[src/rtl/ltl_monitor_sequencer.sv]
// Sequences trace symbols into an automaton, captures non-zero report vectors
// with their symbol index into a fall-through FIFO and flags end of each trace.
module ltl_monitor_sequencer #(
  parameter int unsigned NUM_REPORTS = 4,
  parameter int unsigned IDX_W       = 16,
  parameter int unsigned FIFO_DEPTH  = 4
) (
  input  logic                   clk,
  input  logic                   reset,
  input  logic                   s_valid,
  output logic                   s_ready,
  input  logic [7:0]             s_data,
  input  logic                   s_first,
  input  logic                   s_last,
  output logic                   am_reset,
  output logic                   am_run,
  output logic [7:0]             am_symbols,
  input  logic [NUM_REPORTS-1:0] am_report,
  output logic                   m_valid,
  input  logic                   m_ready,
  output logic [NUM_REPORTS-1:0] m_report,
  output logic [IDX_W-1:0]       m_index,
  output logic                   trace_done,
  output logic [IDX_W-1:0]       trace_len,
  output logic                   busy
);

  localparam int unsigned PTR_W = $clog2(FIFO_DEPTH);
  localparam int unsigned CNT_W = PTR_W + 1;
  localparam int unsigned USE_W = CNT_W + 1;
  localparam int unsigned REC_W = NUM_REPORTS + IDX_W;
  localparam logic [IDX_W-1:0] IDX_MAX = '1;

  typedef enum logic [1:0] {IDLE, FLUSH, RUN, DRAIN} state_t;

  state_t             state, state_n;
  logic               flush_seen;
  logic               restart;
  logic               samp;
  logic [IDX_W-1:0]   samp_idx;
  logic [IDX_W-1:0]   index;
  logic               accept_c;
  logic               done_c;
  logic               room_c;
  logic               push_c;
  logic               pop_c;
  logic [USE_W-1:0]   used_c;

  logic [REC_W-1:0]   mem [FIFO_DEPTH];
  logic [PTR_W-1:0]   wr_ptr, rd_ptr;
  logic [CNT_W-1:0]   count;

  // Occupancy plus the report sample landing this cycle; keeps room for the
  // symbol already in the automaton and the one being accepted now.
  assign used_c = USE_W'(count) + USE_W'(samp);
  assign room_c = used_c <= USE_W'(FIFO_DEPTH - 2);

  always_comb begin
    state_n = state;
    s_ready = 1'b0;
    case (state)
      IDLE: begin
        if (s_valid) state_n = FLUSH;
      end
      FLUSH: begin
        s_ready = flush_seen && room_c && !reset;
        if (s_valid && s_ready) state_n = s_last ? DRAIN : RUN;
      end
      RUN: begin
        s_ready = room_c && !s_first && !reset;
        if (s_valid && s_first) state_n = DRAIN;
        else if (s_valid && s_ready && s_last) state_n = DRAIN;
      end
      DRAIN: begin
        if (!am_run) state_n = restart ? FLUSH : IDLE;
      end
      default: state_n = IDLE;
    endcase
  end

  assign accept_c = s_valid && s_ready;
  // Once am_run is low, the final report sample happens on this edge.
  assign done_c   = (state == DRAIN) && !am_run;
  assign busy     = (state != IDLE);

  always_ff @(posedge clk) begin
    if (reset) begin
      state      <= IDLE;
      flush_seen <= 1'b0;
      restart    <= 1'b0;
      am_reset   <= 1'b1;
      am_run     <= 1'b0;
      am_symbols <= '0;
      index      <= '0;
      samp       <= 1'b0;
      samp_idx   <= '0;
      trace_done <= 1'b0;
      trace_len  <= '0;
    end else begin
      state      <= state_n;
      flush_seen <= (state == FLUSH);
      am_reset   <= (state_n == IDLE) || (state_n == FLUSH);
      am_run     <= accept_c;
      if (accept_c) begin
        am_symbols <= s_data;
        if (state == FLUSH) index <= '0;
        else if (index != IDX_MAX) index <= index + IDX_W'(1);
      end
      samp <= am_run;
      if (am_run) samp_idx <= index;
      if (state == RUN && s_valid && s_first) restart <= 1'b1;
      else if (done_c) restart <= 1'b0;
      trace_done <= done_c;
      if (done_c) trace_len <= (index == IDX_MAX) ? IDX_MAX : index + IDX_W'(1);
    end
  end

  assign push_c = samp && (am_report != '0);
  assign pop_c  = m_valid && m_ready;

  always_ff @(posedge clk) begin
    if (push_c) mem[wr_ptr] <= {am_report, samp_idx};
  end

  always_ff @(posedge clk) begin
    if (reset) begin
      wr_ptr <= '0;
      rd_ptr <= '0;
      count  <= '0;
    end else begin
      if (push_c) wr_ptr <= wr_ptr + PTR_W'(1);
      if (pop_c)  rd_ptr <= rd_ptr + PTR_W'(1);
      case ({push_c, pop_c})
        2'b10:   count <= count + CNT_W'(1);
        2'b01:   count <= count - CNT_W'(1);
        default: count <= count;
      endcase
    end
  end

  assign m_valid  = (count != '0);
  assign m_report = mem[rd_ptr][REC_W-1:IDX_W];
  assign m_index  = mem[rd_ptr][IDX_W-1:0];

endmodule

[config.mk]
export PLATFORM = sky130hd
export DESIGN_NAME = ltl_monitor_sequencer
export DESIGN_NICKNAME = d
export VERILOG_FILES = /design/src/rtl/ltl_monitor_sequencer.sv
export SDC_FILE = /design/constraint.sdc
export NUM_CORES = 1
export LEC_CHECK = 0
export CAP_MARGIN = 10
export CORE_UTILIZATION = 43
export DETAILED_ROUTE_END_ITERATION = 10
export MAX_ROUTING_LAYER = met4
export SYNTH_ARGS = -nofsm -noshare
export SYNTH_HDL_FRONTEND = slang
export SYNTH_SLANG_ARGS = --single-unit
export TNS_END_PERCENT = 50
[constraint.sdc]
create_clock -name clk -period 5.1 [get_ports clk]
set_input_delay 0.51 -clock clk [delete_from_list [all_inputs] [get_ports clk]]
set_output_delay 0.51 -clock clk [all_outputs]
set_load 0.01 [all_outputs]
==> run summary, run 1 <==
status -> complete, no violations
dpl hpwl -> 8050 µm
first-pass GRT wire length -> 20,700 µm
global-route usage over all layers -> 18.8%
most frequent cells in the layout -> edfxtp_1 (80), dfxtp_1 (72), clkdlybuf4s50_1 (66), nor2_1 (39), nand2_1 (32)
placed cell count -> 716
clock sink total -> 153
Synth Area per Inst -> 12.8 µm²
Die ar. -> 15,200 µm²
TritonCTS clock tree -> built
Reg-to-Reg End -> index[3]
hold depth -> 2
Async SR Flop Fraction -> 0%
Final Setup Violations -> 0
Synth top area share -> 37.9%
Worst Tran Pin Value -> 1090 ps
grt ovf -> 0
Yosys cell types -> 61
Peak VDD IR -> 218 µV
worst-path cell chain -> inv_1, ha_1, and2_1, o211ai_1, or3_1, inv_1, o21ai_0, a221o_1
fin crit share -> 68.9%
hold buffers post-CTS -> 0
buffers and inverters on the worst path -> 2
post-CTS setup buffers -> 0
fraction of layout cells with a size suffix above 1 -> 12.3%
Synth Register Bits -> 153
vias -> 4,018
Port Buf Inserts -> 67
Worst Setup Start Kind -> register
wire length per cell -> 17.0 µm
clk buf depth -> 2
RSZ-0062 raised after global routing -> no
Final WS setup -> 1580 ps
Worst Path Arrival -> 3820 ps
hold endpoint -> am_symbols[7]
total power -> 2.73 mW
Largest delay share family, worst path -> simple AND/OR/NAND/NOR gates
leading area contributor after synthesis -> edfxtp_1
Post-Syn Area -> 6350 µm²
P_leak -> 2.60 nW
Final Hold Viols -> 0
Max-Cap Viols -> 0
core area -> 14,500 µm²
drt pass-1 iters -> 4
CTS root buf -> clkbuf_16
drt drc -> 0
ANT nets after route -> 0
gpl congestion -> 0.848
Nets -> 583
kind of critical path -> reg -> reg
routed vias/inst -> 5.38
fin area -> 7760 µm²
Clock transition at path regs -> 60 ps
ant diodes -> 0
cell count after synthesis -> 495
fillers -> 1,222
Main synth FF type -> edfxtp_1
Clk Latency, worst-skew pair -> 420 ps
sequential share of the synthesized area -> 60.9%
min Tclk post-route -> 3520 ps
r2r startpoint -> state[1]
Area Growth Syn to Fin -> 22.3%
post_cts resized -> 0
die width -> 123 µm
CP peak stage delay -> 700 ps
max_slew headroom -> 27.2%
Area after DPL -> 7120 µm²
worst clock skew -> 6.59 ps
CP dominant cell by count -> inv_1
r2r setup slk -> 1580 ps
crit-path max FO -> 24
Post-Layout Cell Count -> 747
fmax -> 0.284 GHz
slowest cell on the critical path -> inv_1
vias in the first global route -> 3,994
pre-CTS WS -> 1610 ps
H-tree levels -> 4
pwr/cell area -> 352 nW/µm²
drt total wl -> 12,700 µm
setup TNS -> 0 ps
syn_nets -> 527
Die H -> 123 µm
Setup crit end kind -> register
EDFF count, synth -> 80
r2r worst-path depth -> 8
commonest non-fill, non-tap cell in the layout -> edfxtp_1
Initial DRC Count -> 343
largest net degree at the start of global routing -> 55
I/O pins -> 68
Yosys warnings -> 0
ranking of synthesized cells by area -> edfxtp_1 (38%), dfxtp_1 (23%), mux4_2 (7.1%)
Pins Over Slew Limit -> 0
initial antenna violation count -> 0
num rows -> 44
HP Class -> reg -> reg
CTS buffer count -> 17
Req. time, crit path -> 5410 ps
hold path start -> am_symbols[7]
Initial Util -> 43.8%
routing by layer:
| layer | share of wire (%) | track usage, % |
|---|---|---|
| met3 | 3.8 | 3.92 |
| met4 | 2.3 | 8.81 |
| met1 | 49 | 25.0 |
| met5 | 0 | - |
| met2 | 45 | 27.5 |
flip-flops by register name, indices dropped and copies added (netlist names), named ones only:
name	flops
am_run	1
samp_idx	16
trace_done	1
samp	1
count	3
am_reset	1
restart	1
trace_len	16
flush_seen	1
rd_ptr	2
wr_ptr	2
am_symbols	8
state	2
index	16
mem	80
cells in the mapped netlist, drive strengths merged, types with 2 or more instances:
cell / count
mux2i: 17
edfxtp: 80
a32oi: 2
nand2: 33
nor4: 3
a21oi: 28
a31oi: 13
mux4: 20
a221o: 2
dfxtp: 73
clkbuf: 17
o21ai: 25
o211ai: 4
or3: 4
o221a: 2
nand4b: 2
nor3: 7
nor2b: 9
and2: 7
nor3b: 4
a21boi: 2
and3: 3
xor2: 8
o31a: 2
nand3: 9
xnor2: 10
ha: 13
buf: 15
nand4: 9
inv: 14
nor2: 40
worst max-delay path by stage:
stage | from | endpoint | slack (ps) | cells past startpoint
finish | state[1] | index[3] | 1580 | 8
global route | state[1] | index[4] | 1320 | 8
CTS | state[1] | index[3] | 1580 | 8
detailed placement | state[1] | index[4] | 1610 | 8
global placement | state[1] | index[4] | 1720 | 8
floorplan | am_report[1] | count[2] | 2810 | 8
per-stage QoR:
step	hold WS, ps	utilization (%)
final	465	53.6
after CTS	466	53.6
after global placement	451	49.2
after global routing	479	53.6
after floorplan	450	-
after detailed placement	453	49.2
final cells by class:
type                            instances  area [µm²]  area share [%]
Clock buffer                           17         425            5.48
Timing Repair Buffer                   69         681            8.77
Multi-Input combinational cell        296        2290            29.5
Sequential cell                       153        3860            49.8
Clock inverter                         14         218            2.80
Tap cell                              184         230            2.97
Inverter                               14        52.6           0.677
worst register-to-register path, cell delays in order (launching register included):
cell and delay, ps:
dfxtp_1 360, inv_1 110, ha_1 620, and2_1 220, o211ai_1 120, or3_1 660
inv_1 710, o21ai_0 230, a221o_1 370
where the power goes:
part | internal, mW | total [mW] | leakage, nW | switching (mW)
Combinational | 0.0317 | 0.0773 | 0.964 | 0.0456
Clock | 0.868 | 1.36 | 0.314 | 0.496
Sequential | 1.29 | 1.29 | 1.33 | 0.00436
kinds of logic (layout without fill, tap and decap cells):
kind of cell	after synthesis	count (layout)	share of synthesized area, %
AND/OR/NAND/NOR	135	135	11.8
adder cells (fa/ha/maj)	14	14	2.88
flip-flops	153	153	60.9
XOR/XNOR	18	18	2.48
multiplexers	38	38	9.96
buffers and inverters	46	114	3.02
AO/OA/AOI/OAI	91	91	9.01
Note: power is estimated with default switching activity, not from simulation.
==> run 2, diff against run 1 <==
==> constraint.sdc (replaced) <==
create_clock -name clk -period 3.3 [get_ports clk]
set_input_delay 0.33 -clock clk [delete_from_list [all_inputs] [get_ports clk]]
set_output_delay 0.33 -clock clk [all_outputs]
set_load 0.01 [all_outputs]
==> run summary, run 2 (synthesis gave the netlist of run 1 again) <==
Pins Over Slew Limit -> 0 (unchanged)
drt drc -> 0 (unchanged)
CTS root buf -> clkbuf_16
routed vias/inst -> 5.38 (about the same)
grt ovf -> 0 (unchanged)
ANT nets after route -> 0 (unchanged)
kind of critical path -> reg -> out
fmax -> 0.396 GHz
clock sink total -> 153 (unchanged)
Die ar. -> 15,200 µm² (unchanged)
clk buf depth -> 2 (unchanged)
fin crit share -> 76.6%
worst-path cell chain -> inv_1, ha_1, nor2b_1, o211ai_1, nor2_1, clkdlybuf4s50_1
Initial Util -> 43.8% (unchanged)
hold buffers post-CTS -> 0 (unchanged)
core area -> 14,500 µm² (unchanged)
status -> complete, no violations
TritonCTS clock tree -> built
Final Setup Violations -> 0 (unchanged)
fraction of layout cells with a size suffix above 1 -> 13.4% (+1.1 points)
CP peak stage delay -> 540 ps (-160 ps)
P_leak -> 2.63 nW (+1.2%)
largest net degree at the start of global routing -> 55 (unchanged)
worst clock skew -> 6.47 ps (-0.120 ps)
Clock transition at path regs -> 60 ps (about the same)
Worst Tran Pin Value -> 586 ps (-504 ps)
Initial DRC Count -> 349 (+1.7%)
Setup crit end kind -> primary output
first-pass GRT wire length -> 21,100 µm (+1.6%)
Worst Path Arrival -> 2200 ps (-1620 ps)
pwr/cell area -> 527 nW/µm² (+50%)
dpl hpwl -> 8270 µm (+2.8%)
Peak VDD IR -> 358 µV (+65%)
Worst Setup Start Kind -> register
num rows -> 44 (unchanged)
Max-Cap Viols -> 0 (unchanged)
Largest delay share family, worst path -> buffers and inverters
total power -> 4.12 mW (+51%)
most frequent cells in the layout -> edfxtp_1 (80), dfxtp_1 (73), clkdlybuf4s50_1 (66), nor2_1 (39), nand2_1 (32)
clock share of power -> 48.5% (-1.4 points)
commonest non-fill, non-tap cell in the layout -> edfxtp_1
Pint -> 3.30 mW (+51%)
buffers and inverters on the worst path -> 2 (unchanged)
Area Growth Syn to Fin -> 23.1%
slowest cell on the critical path -> clkdlybuf4s50_1
Sw Pwr -> 0.822 mW (+51%)
register share of total power -> 48.5% (+1.2 points)
Die H -> 123 µm (unchanged)
CTS buffer count -> 17 (unchanged)
Nets -> 594 (+1.9%)
drt pass-1 iters -> 4 (unchanged)
Port Buf Inserts -> 67 (unchanged)
die width -> 123 µm (unchanged)
post-CTS setup buffers -> 0 (unchanged)
Req. time, crit path -> 2970 ps (-2440 ps)
ant diodes -> 0 (unchanged)
crit-path max FO -> 6 (-75%)
vias -> 4,083 (+1.6%)
setup TNS -> 0 ps (unchanged)
Largest Register -> mem
post_cts resized -> 0 (unchanged)
gpl congestion -> 0.850 (+0.14%)
I/O pins -> 68 (unchanged)
max_slew headroom -> 60.9% (+34 points)
global-route usage over all layers -> 19.1% (+0.31 points)
Post-Layout Cell Count -> 759 (+1.6%)
RSZ-0062 raised after global routing -> no
H-tree levels -> 4 (unchanged)
placed cell count -> 727 (+1.5%)
HP Class -> in -> reg
sw frac -> 20.0% (about the same)
max reg flops -> 80 (unchanged)
min Tclk post-route -> 2530 ps
wire length per cell -> 16.8 µm (-1.1%)
Clk Latency, worst-skew pair -> 420 ps (about the same)
initial antenna violation count -> 0 (unchanged)
Final Hold Viols -> 0 (unchanged)
drt total wl -> 12,800 µm (+0.47%)
vias in the first global route -> 4,111 (+2.9%)
combinational power share -> 3.0% (+0.2 points)
-- run 2: changes by cell type in the layout (fill, tap and decap cells not counted), moves of 2 or more --
cell and change:
buf_4 +11, inv_6 -3, clkinv_1 +2, clkinvlp_4 +2
-- run 2: metal layers --
metal	track usage, %	routed length (µm)	vias to the layer above	share of wire (%)
met4	8.58	166	0	1.3
met1	25.2	6160	1984	48
met3	4.75	529	15	4.1
met2	27.8	5910	106	46
met5	-	0	-	0
li1	-	-	1978	-
-- run 2: power groups by stage --
stage / Combinational, mW / Sequential, mW / Clock, mW
after floorplan: 0.0717 / 2.04 / 0
after global placement: 0.122 / 2.04 / 0
after detailed placement: 0.124 / 2.04 / 0
after CTS: 0.125 / 2.00 / 2.03
after global routing: 0.140 / 2.00 / 2.11
final: 0.125 / 2.00 / 2.00
-- run 2: cell type report --
class	instances	area, µm²
clock inverter	14	180
multi-input combinational	296	2290
timing repair buffer	80	763
fill	1226	6670
sequential	153	3860
inverter	14	52.6
tap	184	230
clock buffer	18	429
-- run 2: path summary, 6_finish.rpt --
kind / startpoint / endpoint / slack [ps] / depth (start not counted)
setup / recovery: state[0] / s_ready / 770 / 6
hold / removal: reset / state[0] / 390 / 5
setup reg to reg: state[0] / index[11] / 860 / 9
hold reg to reg: am_symbols[5] / am_symbols[5] / 450 / 2
-- run 2: per-stage QoR --
stage | area [µm²] | worst slack [ps] | hold WS [ps] | utilization [%]
finish | 7810 | 773 | 385 | 53.9
global route | 7810 | 608 | 428 | 53.9
CTS | 7810 | 723 | 376 | 53.9
detailed placement | 7200 | 496 | 450 | 49.7
global placement | 7200 | 594 | 441 | 49.7
floorplan | 6350 | 1190 | 429 | -
-- run 2: worst reg2reg max path, delay by kind of cell (launching register included) --
kind	cells	cell delay (ps)
buffers and inverters	3	780
AND/OR/NAND/NOR	3	670
flip-flops	1	360
adder cells (fa/ha/maj)	1	290
AO/OA/AOI/OAI	2	280
